[config.mk]
export PLATFORM = sky130hd
export DESIGN_NAME = conv_seq_ctrl_flat
export DESIGN_NICKNAME = d
export VERILOG_FILES = /design/src/rtl/conv_pkg.sv /design/src/rtl/conv_seq_ctrl_if.sv /design/src/rtl/valid_delay_line.sv /design/src/rtl/conv_seq_ctrl.sv /design/src/flat_wrapper.sv
export SDC_FILE = /design/constraint.sdc
export NUM_CORES = 1
export LEC_CHECK = 0
export CORE_MARGIN = 4
export CORE_UTILIZATION = 34
export CTS_BUF_LIST = sky130_fd_sc_hd__clkbuf_4 sky130_fd_sc_hd__clkbuf_8 sky130_fd_sc_hd__clkbuf_16
export CTS_CLUSTER_DIAMETER = 150
export CTS_CLUSTER_SIZE = 12
export DETAILED_ROUTE_END_ITERATION = 8
export GPL_TIMING_DRIVEN = 0
export HOLD_SLACK_MARGIN = 0.08
export SYNTH_ARGS = -nofsm -noshare
export SYNTH_HDL_FRONTEND = slang
export SYNTH_SLANG_ARGS = --single-unit
[constraint.sdc]
create_clock -name clk -period 1.3 [get_ports clk]
set_input_delay 0.26 -clock clk [delete_from_list [all_inputs] [get_ports clk]]
set_output_delay 0.26 -clock clk [all_outputs]
set_load 0.005 [all_outputs]
[src/rtl/conv_pkg.sv]
// Shared types and default sizing for the convolution sequencer.
package conv_pkg;

    // Sequencer states, from request through completion.
    typedef enum logic [2:0] {
        IDLE,
        LOAD,
        COMPUTE,
        DRAIN,
        DONE
    } state_t;

    // Width helper that never returns zero, so degenerate sizes still get a 1-bit field.
    function automatic int clog2_min1(input int value);
        int w;
        w = $clog2(value);
        return (w < 1) ? 1 : w;
    endfunction

    localparam int DEF_N       = 4;
    localparam int DEF_K       = 3;
    localparam int DEF_MAC_LAT = 1;
    localparam int DEF_IDX_W   = $clog2(DEF_N);
    localparam int DEF_O_W     = clog2_min1((DEF_N - DEF_K + 1) * (DEF_N - DEF_K + 1));

    // Drain counter width, large enough for the deepest supported MAC latency (4).
    localparam int DRAIN_W = 3;

endpackage

[src/rtl/conv_seq_ctrl_if.sv]
// Control/datapath bundle between the top-level controller, the sequencer and the memory/MAC block.
interface conv_seq_ctrl_if
    import conv_pkg::*;
#(
    parameter int IDX_W = DEF_IDX_W,
    parameter int O_W   = DEF_O_W
) ();

    logic             start;
    logic             hold;
    logic             load_en;
    logic [IDX_W-1:0] a_row;
    logic [IDX_W-1:0] a_col;
    logic [IDX_W-1:0] b_row;
    logic [IDX_W-1:0] b_col;
    logic             mac_en;
    logic             acc_clr;
    logic             out_valid;
    logic [O_W-1:0]   out_idx;
    logic             busy;
    logic             done;

    // Requesting side: issues start/hold and observes the schedule.
    modport master (
        output start, hold,
        input  load_en, a_row, a_col, b_row, b_col, mac_en, acc_clr,
        input  out_valid, out_idx, busy, done
    );

    // Sequencer side: consumes start/hold and drives the schedule.
    modport slave (
        input  start, hold,
        output load_en, a_row, a_col, b_row, b_col, mac_en, acc_clr,
        output out_valid, out_idx, busy, done
    );

endinterface

[src/rtl/valid_delay_line.sv]
// Fixed-depth shift register that retimes the last-tap marker to when the MAC result is ready.
module valid_delay_line #(
    parameter int DEPTH = 1,
    parameter int W     = 1
) (
    input  logic         clk,
    input  logic         rst,
    input  logic [W-1:0] din,
    output logic [W-1:0] dout
);

    logic [W-1:0] stage [DEPTH];

    // Shift every cycle regardless of stalls; the MAC pipeline itself never stalls.
    always_ff @(posedge clk) begin
        if (rst) begin
            for (int i = 0; i < DEPTH; i++) begin
                stage[i] <= '0;
            end
        end else begin
            stage[0] <= din;
            for (int i = 1; i < DEPTH; i++) begin
                stage[i] <= stage[i-1];
            end
        end
    end

    assign dout = stage[DEPTH-1];

endmodule

[src/rtl/conv_seq_ctrl.sv]
// Sequencer for one valid 2-D convolution: load pulse, tap walk over every window, drain, done.
module conv_seq_ctrl
    import conv_pkg::*;
#(
    parameter int N       = DEF_N,
    parameter int K       = DEF_K,
    parameter int MAC_LAT = DEF_MAC_LAT,
    parameter int IDX_W   = $clog2(N),
    parameter int O_W     = clog2_min1((N - K + 1) * (N - K + 1))
) (
    input  logic           clk,
    input  logic           rst,
    conv_seq_ctrl_if.slave bus
);

    localparam logic [IDX_W-1:0]   K_LAST     = IDX_W'(K - 1);
    localparam logic [IDX_W-1:0]   O_LAST     = IDX_W'(N - K);
    localparam logic [DRAIN_W-1:0] DRAIN_LAST = DRAIN_W'(MAC_LAT - 1);

    state_t state, state_n;

    // Position of the next tap to issue, plus the raster index of its window.
    logic [IDX_W-1:0]   oy, ox, ky, kx;
    logic [IDX_W-1:0]   oy_n, ox_n, ky_n, kx_n;
    logic [O_W-1:0]     win, win_n;
    logic               all_issued, all_issued_n;
    logic [DRAIN_W-1:0] drain_cnt, drain_cnt_n;
    logic               issue;

    // Registered outputs and the window tag of the tap currently presented.
    logic             load_en_q, mac_en_q, acc_clr_q, busy_q, done_q;
    logic             load_en_n, mac_en_n, acc_clr_n, busy_n, done_n;
    logic [IDX_W-1:0] a_row_q, a_col_q, b_row_q, b_col_q;
    logic [IDX_W-1:0] a_row_n, a_col_n, b_row_n, b_col_n;
    logic [O_W-1:0]   tap_win_q, tap_win_n;

    logic             last_tap;
    logic [O_W:0]     dl_in, dl_out;

    // Next-state and next-output decode; a tap is issued from LOAD unconditionally and from COMPUTE when not stalled.
    always_comb begin
        state_n      = state;
        oy_n         = oy;
        ox_n         = ox;
        ky_n         = ky;
        kx_n         = kx;
        win_n        = win;
        all_issued_n = all_issued;
        drain_cnt_n  = drain_cnt;
        load_en_n    = 1'b0;
        mac_en_n     = 1'b0;
        acc_clr_n    = 1'b0;
        done_n       = 1'b0;
        a_row_n      = a_row_q;
        a_col_n      = a_col_q;
        b_row_n      = b_row_q;
        b_col_n      = b_col_q;
        tap_win_n    = tap_win_q;
        issue        = 1'b0;

        case (state)
            IDLE: begin
                a_row_n      = '0;
                a_col_n      = '0;
                b_row_n      = '0;
                b_col_n      = '0;
                tap_win_n    = '0;
                oy_n         = '0;
                ox_n         = '0;
                ky_n         = '0;
                kx_n         = '0;
                win_n        = '0;
                all_issued_n = 1'b0;
                drain_cnt_n  = '0;
                if (bus.start) begin
                    state_n   = LOAD;
                    load_en_n = 1'b1;
                end
            end
            LOAD: begin
                state_n = COMPUTE;
                issue   = 1'b1;
            end
            COMPUTE: begin
                if (all_issued) begin
                    state_n     = DRAIN;
                    drain_cnt_n = '0;
                end else if (!bus.hold) begin
                    issue = 1'b1;
                end
            end
            DRAIN: begin
                if (drain_cnt == DRAIN_LAST) begin
                    state_n = DONE;
                    done_n  = 1'b1;
                end else begin
                    drain_cnt_n = drain_cnt + DRAIN_W'(1);
                end
            end
            DONE: begin
                state_n   = IDLE;
                a_row_n   = '0;
                a_col_n   = '0;
                b_row_n   = '0;
                b_col_n   = '0;
                tap_win_n = '0;
            end
            default: begin
                state_n = IDLE;
            end
        endcase

        if (issue) begin
            a_row_n   = oy + ky;
            a_col_n   = ox + kx;
            b_row_n   = ky;
            b_col_n   = kx;
            mac_en_n  = 1'b1;
            acc_clr_n = (ky == '0) && (kx == '0);
            tap_win_n = win;
            if (kx == K_LAST) begin
                kx_n = '0;
                if (ky == K_LAST) begin
                    ky_n  = '0;
                    win_n = win + O_W'(1);
                    if (ox == O_LAST) begin
                        ox_n = '0;
                        if (oy == O_LAST) begin
                            oy_n         = '0;
                            all_issued_n = 1'b1;
                        end else begin
                            oy_n = oy + IDX_W'(1);
                        end
                    end else begin
                        ox_n = ox + IDX_W'(1);
                    end
                end else begin
                    ky_n = ky + IDX_W'(1);
                end
            end else begin
                kx_n = kx + IDX_W'(1);
            end
        end

        busy_n = (state_n != IDLE);
    end

    // State, counters and output registers; reset aborts any operation in flight.
    always_ff @(posedge clk) begin
        if (rst) begin
            state      <= IDLE;
            oy         <= '0;
            ox         <= '0;
            ky         <= '0;
            kx         <= '0;
            win        <= '0;
            all_issued <= 1'b0;
            drain_cnt  <= '0;
            load_en_q  <= 1'b0;
            mac_en_q   <= 1'b0;
            acc_clr_q  <= 1'b0;
            busy_q     <= 1'b0;
            done_q     <= 1'b0;
            a_row_q    <= '0;
            a_col_q    <= '0;
            b_row_q    <= '0;
            b_col_q    <= '0;
            tap_win_q  <= '0;
        end else begin
            state      <= state_n;
            oy         <= oy_n;
            ox         <= ox_n;
            ky         <= ky_n;
            kx         <= kx_n;
            win        <= win_n;
            all_issued <= all_issued_n;
            drain_cnt  <= drain_cnt_n;
            load_en_q  <= load_en_n;
            mac_en_q   <= mac_en_n;
            acc_clr_q  <= acc_clr_n;
            busy_q     <= busy_n;
            done_q     <= done_n;
            a_row_q    <= a_row_n;
            a_col_q    <= a_col_n;
            b_row_q    <= b_row_n;
            b_col_q    <= b_col_n;
            tap_win_q  <= tap_win_n;
        end
    end

    // The tap on the bus this cycle closes its window when both filter selects are at their last value.
    assign last_tap = mac_en_q && (b_row_q == K_LAST) && (b_col_q == K_LAST);
    assign dl_in    = {last_tap, last_tap ? tap_win_q : {O_W{1'b0}}};

    valid_delay_line #(
        .DEPTH (MAC_LAT),
        .W     (1 + O_W)
    ) u_valid_delay (
        .clk  (clk),
        .rst  (rst),
        .din  (dl_in),
        .dout (dl_out)
    );

    assign bus.load_en   = load_en_q;
    assign bus.a_row     = a_row_q;
    assign bus.a_col     = a_col_q;
    assign bus.b_row     = b_row_q;
    assign bus.b_col     = b_col_q;
    assign bus.mac_en    = mac_en_q;
    assign bus.acc_clr   = acc_clr_q;
    assign bus.busy      = busy_q;
    assign bus.done      = done_q;
    assign bus.out_valid = dl_out[O_W];
    assign bus.out_idx   = dl_out[O_W-1:0];

endmodule

[src/flat_wrapper.sv]
// flat-port wrapper written by rule: the top's interface ports become plain ports
module conv_seq_ctrl_flat import conv_pkg::*;
#(
    parameter int N       = DEF_N,
    parameter int K       = DEF_K,
    parameter int MAC_LAT = DEF_MAC_LAT,
    parameter int IDX_W   = $clog2(N),
    parameter int O_W     = clog2_min1((N - K + 1) * (N - K + 1))
)
  (clk, rst, bus_start, bus_hold, bus_load_en, bus_a_row, bus_a_col, bus_b_row, bus_b_col, bus_mac_en, bus_acc_clr, bus_out_valid, bus_out_idx, bus_busy, bus_done);
  conv_seq_ctrl_if #(.IDX_W(IDX_W), .O_W(O_W)) bus_i ();
  input  logic clk;
  input  logic rst;
  input wire logic [$bits(bus_i.start)-1:0] bus_start;
  input wire logic [$bits(bus_i.hold)-1:0] bus_hold;
  output wire logic [$bits(bus_i.load_en)-1:0] bus_load_en;
  output wire logic [$bits(bus_i.a_row)-1:0] bus_a_row;
  output wire logic [$bits(bus_i.a_col)-1:0] bus_a_col;
  output wire logic [$bits(bus_i.b_row)-1:0] bus_b_row;
  output wire logic [$bits(bus_i.b_col)-1:0] bus_b_col;
  output wire logic [$bits(bus_i.mac_en)-1:0] bus_mac_en;
  output wire logic [$bits(bus_i.acc_clr)-1:0] bus_acc_clr;
  output wire logic [$bits(bus_i.out_valid)-1:0] bus_out_valid;
  output wire logic [$bits(bus_i.out_idx)-1:0] bus_out_idx;
  output wire logic [$bits(bus_i.busy)-1:0] bus_busy;
  output wire logic [$bits(bus_i.done)-1:0] bus_done;
  assign bus_i.start = bus_start;
  assign bus_i.hold = bus_hold;
  assign bus_load_en = bus_i.load_en;
  assign bus_a_row = bus_i.a_row;
  assign bus_a_col = bus_i.a_col;
  assign bus_b_row = bus_i.b_row;
  assign bus_b_col = bus_i.b_col;
  assign bus_mac_en = bus_i.mac_en;
  assign bus_acc_clr = bus_i.acc_clr;
  assign bus_out_valid = bus_i.out_valid;
  assign bus_out_idx = bus_i.out_idx;
  assign bus_busy = bus_i.busy;
  assign bus_done = bus_i.done;
  conv_seq_ctrl #(.N(N), .K(K), .MAC_LAT(MAC_LAT), .IDX_W(IDX_W), .O_W(O_W)) u_core (.clk(clk), .rst(rst), .bus(bus_i));
endmodule
==> impl_metrics.py <==
metrics = {
    "sta": {
        "hold_viol": 0,
        "fmax_mhz": 686,
        "setup_slack_ns": -0.157,
        "setup_viol_count_final": 22,
        "whs_ns": 0.459,
        "period_needed_ns": 1.46,
        "slew_headroom": 0.720,
        "rsz0062_at_grt": "yes",
        "slew_viol_final": 0,
        "tightest_slew_ns": 0.418,
        "skew_ns": 0.00737,
        "fin_crit_sh": 1.12,
    },
    "worst_hold_path": {
        "hold_class": "reg2reg",
    },
    "floorplanning": {
        "io_pins": 20,
        "fp.dieArea_mm2": 0.00538,
        "core_region_area_mm2": 0.00406,
        "die_h_um": 73.3,
        "die_w_um": 73.3,
        "initial_core_util": 0.358,
        "rows": 23,
    },
    "routing": {
        "drc": 0,
        "routed_wl_um": 3520,
        "drtPass1Iterations": 4,
        "vias": 1214,
        "drt_iter0_drc": 46,
        "ant_nets": 0,
        "wl_per_cell_um": 14.9,
        "via_per_inst": 5.12,
    },
    "synth": {
        "ys_warn_count": 0,
        "postSynth.asyncResetShare": 0,
        "synth_cells": 141,
        "synth_edf_count": 0,
        "syn-cell-area_mm2": 0.00145,
        "syn_avg_cell_area_um2": 10.3,
        "syn_nets": 149,
        "yosysSeqAreaShare": 0.483,
        "synth_xor_xnor_area_share": 0.0362,
        "synthMuxAreaShare": 0.00690,
        "yosys.area_share.adder": 0.0345,
        "synth_compound_area_frac": 0.202,
        "ys_types": 47,
        "synth_simple_gate_area_frac": 0.184,
        "synth_flop_cell": "dfxtp_1",
        "ys_ff_latch": 35,
        "synth_top_family_by_area": "compound AO/OA/AOI/OAI gates",
    },
    "pwr": {
        "ir_worst_vdd_mv": 0.449,
        "total_leakage_power_nw": 0.958,
        "power_density_mw_per_mm2": 1070,
    },
    "clock_tree": {
        "clock_sinks": 35,
        "cts_tree": "done",
        "insertion_delay_ns": 0.28,
        "hold_buffers": 0,
        "path_clk_slew_ns": 0.07,
        "cts_buffers": 5,
        "cts_max_level": 2,
        "clk_path_buf_depth": 2,
        "clock-root-buffer": "clkbuf_8",
    },
    "final_layout": {
        "nFillCells": 358,
        "final_nets": 194,
        "diodes": 0,
        "fin_cells": 237,
        "areaGrowthSynthToFinish_pct": 49.6,
        "finalInstanceArea_mm2": 0.00217,
        "final_util": 0.535,
        "drive_above_1_share": 0.417,
    },
    "place": {
        "dp_hpwl_um": 2280,
        "dpl-instance-area_mm2": 0.00172,
        "place_congestion": 0.740,
        "portBuffers": 19,
        "pre_cts_ws_ns": -0.560,
        "dp.cells": 210,
    },
    "critical_path": {
        "path_class": "reg2reg",
        "cp_max_fo": 10,
        "worstSetupEndpointType": "flip-flop",
        "worstSetupStartpointType": "flip-flop",
        "worstPathArrival_ns": 1.63,
        "worstPathRequired_ns": 1.48,
    },
    "outcome": {
        "violations": "negative setup slack",
        "outcome": "finished with violations",
    },
    "flow_run": {
        "drv_cap": 0,
    },
    "global_routing": {
        "overflow": 0,
        "grt_usage": 0.130,
        "grt_pass1_vias": 1153,
        "grt_max_degree": 12,
        "grt_pass1_wl_um": 5420,
        "antenna_found_initial": 0,
    },
}
## kinds of logic (layout without fill, tap and decap cells)
logic type | Yosys count | after routing
XOR/XNOR | 6 | 6
multiplexers | 1 | 1
AO/OA/AOI/OAI | 34 | 34
AND/OR/NAND/NOR | 46 | 46
adder cells (fa/ha/maj) | 4 | 4
buffers and inverters | 15 | 61
flip-flops | 35 | 35
## registers in the layout, summed over array words and instances (netlist names), 2 cells and up
| name | flops |
|---|---|
| u_core.bus.a_col | 2 |
| u_core.bus.a_row | 2 |
| u_core.bus.b_col | 2 |
| u_core.bus.b_row | 2 |
| u_core.drain_cnt | 3 |
| u_core.kx | 2 |
| u_core.ky | 2 |
| u_core.ox | 2 |
| u_core.oy | 2 |
| u_core.state | 3 |
| u_core.tap_win_q | 2 |
| u_core.u_valid_delay.stage | 3 |
| u_core.win | 2 |
## power breakdown
group	total, mW	switching [mW]	internal, mW
logic	0.207	0.108	0.0988
registers	1.11	0.0222	1.09
clock network	0.999	0.379	0.620
total	2.31	0.508	1.81
## worst max-delay path, stage by stage, from the launching register on
cell and delay, ns:
dfxtp_4 0.36, buf_4 0.15, o31ai_2 0.35, a211oi_4 0.12
buf_12 0.15, a22o_1 0.22
## cells in the final DEF, fill, tap and decap left out, drive strengths merged, types with 3 or more instances in the layout
| cell type | n |
|---|---|
| and2 | 3 |
| nand2 | 8 |
| nor4 | 3 |
| dlygate4sd2 | 18 |
| dfxtp | 35 |
| ha | 4 |
| nor2 | 12 |
| clkbuf | 8 |
| a211oi | 3 |
| inv | 7 |
| o22ai | 3 |
| o41ai | 3 |
| buf | 24 |
| nor2b | 3 |
| nand3 | 5 |
| a22o | 8 |
| xnor2 | 6 |
## stage by stage
| step | setup TNS (ns) | power, mW |
|---|---|---|
| floorplan | -0.123 | 1.22 |
| global placement | -12.94 | 1.28 |
| detailed placement | -13.46 | 1.28 |
| CTS | -2.43 | 2.28 |
| global route | -3.69 | 2.40 |
| finish | -2.09 | 2.31 |
## synth_stat cells (all sizes together), types with 2 or more instances
cell	instances	area (um2)
a211oi	3	27.5
a21oi	2	10.0
a22o	8	70.1
and2	3	18.8
and3	2	12.5
buf	5	40.0
clkbuf	2	8.75
dfxtp	35	701
ha	4	50.1
inv	8	30.0
nand2	8	30.0
nand3	5	37.5
nand3b	2	15.0
nor2	12	45.0
nor2b	3	18.8
nor3	2	10.0
nor4	3	18.8
o211a	2	20.0
o21ai	2	10.0
o22ai	3	18.8
o31ai	2	20.0
o41ai	3	33.8
xnor2	6	52.6
## what timing repair did
item | CTS | global route
endpoints found under the hold margin | 0 | 0
endpoints found under the setup margin | 43 | 25
gates resized for setup | 35 | 46
cloned | 1 | 0
pin swaps | 5 | 19
buffers inserted | 6 | 14
## worst paths after layout
check                                                                   end  slack, ns                              from  cells past startpoint
worst max-delay path                       u_core.bus.a_col[1]$_SDFFE_PP0P_      -0.16      u_core.all_issued$_SDFF_PP0_                      5
worst min-delay path            u_core.u_valid_delay.stage[0][2]$_SDFF_PP0_       0.46  u_core.bus.b_col[0]$_SDFFE_PP0P_                      1
worst max register to register             u_core.bus.a_col[1]$_SDFFE_PP0P_      -0.16      u_core.all_issued$_SDFF_PP0_                      5
worst min register to register  u_core.u_valid_delay.stage[0][2]$_SDFF_PP0_       0.46  u_core.bus.b_col[0]$_SDFFE_PP0P_                      1
## layer usage
| metal | GRT usage | up-vias | share of wire |
|---|---|---|---|
| met1 | 0.167 | 585 | 0.44 |
| li1 | - | 601 | - |
| met5 | 0 | - | 0 |
| met2 | 0.205 | 19 | 0.51 |
| met3 | 0.0342 | 9 | 0.025 |
| met4 | 0.0584 | 0 | 0.020 |
## layout make-up
class / count / area [um2] / share of cell area
clock buffers: 6 / 82.6 / 0.0380
flip-flops and latches: 35 / 731 / 0.337
well taps: 50 / 62.6 / 0.0288
repair buffers: 40 / 350 / 0.161
inverters: 8 / 36.3 / 0.0167
clock inverters: 2 / 35.0 / 0.0161
plain buffers: 5 / 50.0 / 0.0231
multi-input cells: 91 / 823 / 0.379
Power figures use the tool's default switching activity.
